[src/rtl/disp_pkg.sv]
// Shared constants and types for the multiplexed 8-digit display scanner.
// Imported by the frame buffer and the scan controller.
package disp_pkg;

  localparam int N_DIG = 8;
  localparam int SEG_W = 7;

  localparam logic [7:0] AN_OFF  = 8'hFF;
  localparam logic [6:0] SEG_OFF = 7'h7F;

  typedef enum logic [1:0] {
    IDLE  = 2'd0,
    BLANK = 2'd1,
    DRIVE = 2'd2
  } state_e;

  function automatic logic [7:0] an_sel(input logic [2:0] idx);
    return ~(8'h01 << idx);
  endfunction

endpackage

[src/rtl/disp_frame_buf.sv]
// Shadow/active double buffer: frames land in the shadow and are
// promoted to the active copy only at a frame boundary.
module disp_frame_buf
  import disp_pkg::*;
(
  input  logic        clk,
  input  logic        rst_n,
  input  logic        frame_valid_i,
  output logic        frame_ready_o,
  input  logic [55:0] frame_data_i,
  input  logic [7:0]  frame_mask_i,
  input  logic        swap_i,
  output logic [55:0] act_data_o,
  output logic [7:0]  act_mask_o
);

  logic        full_q, full_d;
  logic        ready_q, ready_d;
  logic [55:0] shd_data_q, shd_data_d;
  logic [7:0]  shd_mask_q, shd_mask_d;
  logic [55:0] act_data_q, act_data_d;
  logic [7:0]  act_mask_q, act_mask_d;
  logic        load;
  logic        do_swap;

  assign load    = frame_valid_i & ready_q;
  assign do_swap = swap_i & full_q;

  // Load needs an empty shadow and swap a full one, so they never collide.
  always_comb begin
    full_d     = full_q;
    shd_data_d = shd_data_q;
    shd_mask_d = shd_mask_q;
    act_data_d = act_data_q;
    act_mask_d = act_mask_q;
    if (load) begin
      full_d     = 1'b1;
      shd_data_d = frame_data_i;
      shd_mask_d = frame_mask_i;
    end
    if (do_swap) begin
      full_d     = 1'b0;
      act_data_d = shd_data_q;
      act_mask_d = shd_mask_q;
    end
    ready_d = ~full_d;
  end

  always_ff @(posedge clk or negedge rst_n) begin
    if (!rst_n) begin
      full_q     <= 1'b0;
      ready_q    <= 1'b1;
      shd_data_q <= '1;
      shd_mask_q <= '0;
      act_data_q <= '1;
      act_mask_q <= '0;
    end else begin
      full_q     <= full_d;
      ready_q    <= ready_d;
      shd_data_q <= shd_data_d;
      shd_mask_q <= shd_mask_d;
      act_data_q <= act_data_d;
      act_mask_q <= act_mask_d;
    end
  end

  assign frame_ready_o = ready_q;
  assign act_data_o    = act_data_q;
  assign act_mask_o    = act_mask_q;

endmodule

[src/rtl/disp_scan_ctrl.sv]
// Time-multiplexed 8-digit 7-segment scanner with per-slot blanking
// and a double-buffered frame input.
module disp_scan_ctrl
  import disp_pkg::*;
#(
  parameter int SCAN_DIV  = 100000,
  parameter int BLANK_CYC = 1000
) (
  input  logic        clk,
  input  logic        rst_n,
  input  logic        enable,
  input  logic        frame_valid,
  output logic        frame_ready,
  input  logic [55:0] frame_data,
  input  logic [7:0]  frame_mask,
  output logic [7:0]  AN,
  output logic [6:0]  led,
  output logic        frame_done
);

  localparam int CW = (SCAN_DIV > 1) ? $clog2(SCAN_DIV) : 1;
  localparam logic [CW-1:0] CNT_LAST = CW'(SCAN_DIV - 1);
  localparam logic [CW-1:0] BLK_LAST = CW'(BLANK_CYC - 1);

  state_e        state_q, state_d;
  logic [2:0]    idx_q, idx_d;
  logic [CW-1:0] cnt_q, cnt_d;
  logic [7:0]    an_q, an_d;
  logic [6:0]    led_q, led_d;
  logic          fd_q, fd_d;
  logic          boundary;
  logic [55:0]   act_data;
  logic [7:0]    act_mask;
  logic          lit;

  disp_frame_buf u_buf (
    .clk           (clk),
    .rst_n         (rst_n),
    .frame_valid_i (frame_valid),
    .frame_ready_o (frame_ready),
    .frame_data_i  (frame_data),
    .frame_mask_i  (frame_mask),
    .swap_i        (boundary),
    .act_data_o    (act_data),
    .act_mask_o    (act_mask)
  );

  always_comb begin
    state_d  = state_q;
    idx_d    = idx_q;
    cnt_d    = cnt_q;
    boundary = 1'b0;
    if (!enable) begin
      state_d = IDLE;
      idx_d   = '0;
      cnt_d   = '0;
    end else begin
      unique case (state_q)
        IDLE: begin
          state_d = BLANK;
          idx_d   = '0;
          cnt_d   = '0;
        end
        BLANK: begin
          cnt_d = cnt_q + CW'(1);
          if (cnt_q == BLK_LAST) state_d = DRIVE;
        end
        DRIVE: begin
          if (cnt_q == CNT_LAST) begin
            cnt_d    = '0;
            idx_d    = idx_q + 3'd1;
            state_d  = BLANK;
            boundary = (idx_q == 3'd7);
          end else begin
            cnt_d = cnt_q + CW'(1);
          end
        end
        default: begin
          state_d = IDLE;
          idx_d   = '0;
          cnt_d   = '0;
        end
      endcase
    end
  end

  // Outputs are decoded from next state so the flops line up with it.
  assign lit = (state_d == DRIVE) && act_mask[idx_d];

  always_comb begin
    an_d  = AN_OFF;
    led_d = SEG_OFF;
    unique case (1'b1)
      lit: begin
        an_d  = an_sel(idx_d);
        led_d = act_data[int'(idx_d)*SEG_W +: SEG_W];
      end
      default: begin
        an_d  = AN_OFF;
        led_d = SEG_OFF;
      end
    endcase
    fd_d = (state_d == DRIVE) && (idx_d == 3'd7)
        && (cnt_d == CNT_LAST);
  end

  always_ff @(posedge clk or negedge rst_n) begin
    if (!rst_n) begin
      state_q <= IDLE;
      idx_q   <= '0;
      cnt_q   <= '0;
      an_q    <= AN_OFF;
      led_q   <= SEG_OFF;
      fd_q    <= 1'b0;
    end else begin
      state_q <= state_d;
      idx_q   <= idx_d;
      cnt_q   <= cnt_d;
      an_q    <= an_d;
      led_q   <= led_d;
      fd_q    <= fd_d;
    end
  end

  assign AN         = an_q;
  assign led        = led_q;
  assign frame_done = fd_q;

endmodule

[config.mk]
export PLATFORM = sky130hd
export DESIGN_NAME = disp_scan_ctrl
export DESIGN_NICKNAME = d
export VERILOG_FILES = /design/src/rtl/disp_pkg.sv /design/src/rtl/disp_frame_buf.sv /design/src/rtl/disp_scan_ctrl.sv
export SDC_FILE = /design/constraint.sdc
export NUM_CORES = 1
export LEC_CHECK = 0
export ABC_AREA = 1
export CAP_MARGIN = 20
export CORE_MARGIN = 5
export CORE_UTILIZATION = 55
export DETAILED_ROUTE_END_ITERATION = 10
export GPL_TIMING_DRIVEN = 0
export HOLD_SLACK_MARGIN = 0.05
export PLACE_DENSITY = 0.9
export SYNTH_ARGS = -nofsm -noshare
export SYNTH_HDL_FRONTEND = slang
export SYNTH_SLANG_ARGS = --single-unit
export TNS_END_PERCENT = 10
[constraint.sdc]
create_clock -name clk -period 2.6 [get_ports clk]
set_clock_uncertainty 0.05 [all_clocks]
set_input_delay 0.26 -clock clk [delete_from_list [all_inputs] [get_ports clk]]
set_output_delay 0.26 -clock clk [all_outputs]
set_load 0.01 [all_outputs]
==> key figures <==
Status
  – Outcome: finished, final reports clean

Route
  – DRT Pass-1 Iters: 4
  – Wire length per cell: about 15 um
  – Wirelength, routed: between 15000 and 20000 um
  – Vias per inst: 5.28
  – DRC: 0
  – Routed vias: slightly above 6000
  – Antenna viol nets, final: 0
  – Initial drt markers: between 500 and 600

Setup path
  – Worst setup SP type: flip-flop
  – CP required: roughly 2.9 ns
  – Critical path arrival: around 2.8 ns
  – Crit end category: flip-flop
  – Setup CP Type: flip-flop to flip-flop
  – Worst Path Max Fanout: 10

Clock tree
  – CTS H-Tree Depth: 4
  – Num CTS Buffers: 17
  – Clk sinks: ~170
  – Clk buf depth: 2
  – CTS Root Cell: clkbuf_16
  – Post-CTS Setup Bufs: 0
  – Worst-skew pair later-pin latency: around 0.43 ns
  – CTS tree: done
  – CTS clk-pin slew, worst paths: roughly 0.07 ns

Floorplan
  – Core box area: around 0.014 mm2
  – Top Ports: 85
  – Initial core utilization: roughly 56%
  – Die Ht: 129 um
  – Die area: 0.0167 mm2
  – Die width: between 100 and 150 um
  – Num rows: between 40 and 50

Layout
  – Nets: ~1100
  – ANT cells: 0
  – Area Overhead vs Synth: 22.7%
  – Fraction of layout cells with a size suffix above 1: ~27%
  – Post-Route Utilization: roughly 69%

Yosys
  – Syn Area/Cell: around 9 um2
  – Async S/R FF share, synth: 100%
  – Mapped Area: approximately 0.0078 mm2
  – Synth Instances: approximately 870
  – Seq/Total Area, Yosys: 56.0%
  – Synth unique cells: 36
  – Most used flip-flop cell after synthesis: dfstp_2
  – Flops & latches, synth: 168
  – Post-synth EDFFs: 0
  – Post-synth net total: ~950
  – Ys Warns: 0

STA
  – Slew Limit Fails: 0
  – RSZ-0062 raised after global routing: false
  – Fmax: approximately 0.41 GHz
  – Slew Limit Headroom: a little over half
  – Final setup viols: 0
  – Period Utilization, post-route: a little over nine tenths
  – Final Hold Viols: 0
  – Slew at the pin with the worst max-slew slack: ~0.71 ns
  – Post-route minimum period: ~2.4 ns
  – Setup ws final: 0.154 ns

Power
  – Overall power: 5.59 mW
  – Internal power: roughly 4.5 mW
  – Power share of the combinational group: 3.3%
  – Max rail drop VDD: ~0.45 mV
  – Leak: 4.56 nW
  – Clk pwr share: between 40% and 50%
  – Switching Share: ~20%
  – Pwr/cell area: ~580 mW/mm2
  – Psw: roughly 1.1 mW
  – Seq pwr share: roughly 47%

Worst hold path
  – Class of the worst hold path: input port to async pin

Placement
  – Pre-CTS WS: -0.128 ns
  – PortBufs: between 80 and 90
  – Gpl congestion: about 0.85
  – Detailed Place HPWL: ~13000 um

Global routing
  – First-pass GRT wire length: around 30000 um
  – Initial antenna violation count: 0
  – Total Routing Usage GR: a little under a quarter
  – Vias in the first global route: ~6400
  – Gr ovfl total: 0
  – Largest net degree at the start of global routing: between 100 and 150

Flow run
  – Max_cap viols: 0
[power groups by stage]
stage | combinational, mW | sequential (mW) | clock [mW]
after floorplan | 0.0215 | 2.67 | 0
final | 0.185 | 2.63 | 2.78
after CTS | 0.189 | 2.63 | 2.81
after global routing | 0.204 | 2.63 | 2.92
after detailed placement | 0.187 | 2.67 | 0
after global placement | 0.178 | 2.67 | 0
[layout by cell type (no fill, tap or decap), drive strengths merged, types with 2 or more instances in the layout]
master         netlist  routed
clkinv               2       4
nand4               11      11
nand3               22      22
clkdlybuf4s50        0      83
clkbuf              14      38
inv                 71      74
a21oi               18      18
nor3                 6       6
xor2                 4       4
nand2              385     385
or2                  2       2
bufinv               0       5
nor4                 2       2
o21ai               24      24
dfrtp               40      40
buf                 19      17
ha                   7       7
dfstp              128     128
nor2                62      62
mux2                52      52
[layout make-up]
type	count	area [um2]
buffer	32	164
clock buffer	21	460
clock inverter	11	191
fill	1001	4310
inverter	73	274
multi-input combinational	598	3010
sequential	168	4370
tap	180	225
timing repair buffer	86	880
[metrics by stage]
step                      area [um2]  instances  hold WS [ns]  TNS (ns)
after floorplan                 7800        872       -0.0856         0
after global placement          8860       1136         0.400   -613.34
after detailed placement        8890       1137         0.232     -3.10
after CTS                       9550       1169         0.311         0
after global routing            9570       1169         0.314         0
final                           9570       1169         0.327         0
[worst max-delay path, cell delays in order, from the launching register on]
cell	delay (ns)
dfrtp_2	0.41
ha_2	0.25
nand3_2	0.16
nor4_1	0.43
and3_2	0.41
inv_2	0.11
buf_2	0.21
buf_2	0.20
nand2_1	0.09
nand2_1	0.05
[sequential cells by signal (all words and copies together) (netlist names), 2 cells and up]
name              cells
u_buf.act_data_o     56
u_buf.shd_data_q     56
cnt_q                17
u_buf.shd_mask_q      8
u_buf.act_mask_o      8
led                   7
idx_q                 3
AN                    8
state_q               2
[kinds of logic after synthesis]
logic type               count (synthesis)  share of synthesized area, %
buffers and inverters                  106                          5.54
AND/OR/NAND/NOR                        492                          26.4
XOR/XNOR                                 4                         0.449
AO/OA/AOI/OAI                           43                          2.98
flip-flops                             168                          56.0
multiplexers                            52                          7.51
adder cells (fa/ha/maj)                  7                          1.12
[synth_stat cells, types with 3 or more instances]
master,number,area [um2]
nand2_1,368,1380
dfstp_2,128,3360
inv_1,64,240
nor2_1,53,199
mux2_2,52,586
dfrtp_1,40,1000
o21ai_0,20,100
nand3_1,19,95.1
a21oi_1,16,80.1
nand2_2,16,100
clkbuf_1,14,52.6
nand4_1,10,62.6
buf_2,9,45.0
ha_1,7,87.6
inv_2,7,26.3
buf_1,6,22.5
nor2_2,6,37.5
o21ai_1,4,20.0
xor2_1,4,35.0
nand3_2,3,30.0
nor2_4,3,33.8
nor3_1,3,15.0
[timing repair]
item | CTS | global route
setup endpoints to repair | 66 | 38
endpoints found under the hold margin | 10 | 0
pin swaps | 0 | 1
gates resized for setup | 1 | 6
hold buffers | 1 | 0
[metal layers]
| layer | track usage [%] | share of wire [%] | vias to the layer above |
|---|---|---|---|
| li1 | - | - | 2918 |
| met5 | 0 | 0 | - |
| met1 | 28.6 | 40 | 2991 |
| met3 | 4.86 | 5.4 | 53 |
| met4 | 9.14 | 3.3 | 0 |
| met2 | 40.1 | 51 | 215 |
[final timing paths]
| check | from | endpoint | slack [ns] | cells past startpoint |
|---|---|---|---|---|
| min | rst_n | cnt_q[11] | 0.33 | 2 |
| max | cnt_q[0] | u_buf.act_data_o[40] | 0.15 | 9 |
| max reg2reg | cnt_q[0] | u_buf.act_data_o[40] | 0.15 | 9 |
| max in group asynchronous | rst_n | u_buf.act_data_o[7] | 1.27 | 3 |
| min reg2reg | u_buf.act_data_o[41] | u_buf.act_data_o[41] | 0.41 | 2 |
| min in group clk | frame_data[50] | u_buf.shd_data_q[50] | 0.33 | 3 |
Note: power is estimated with default switching activity, not from simulation.
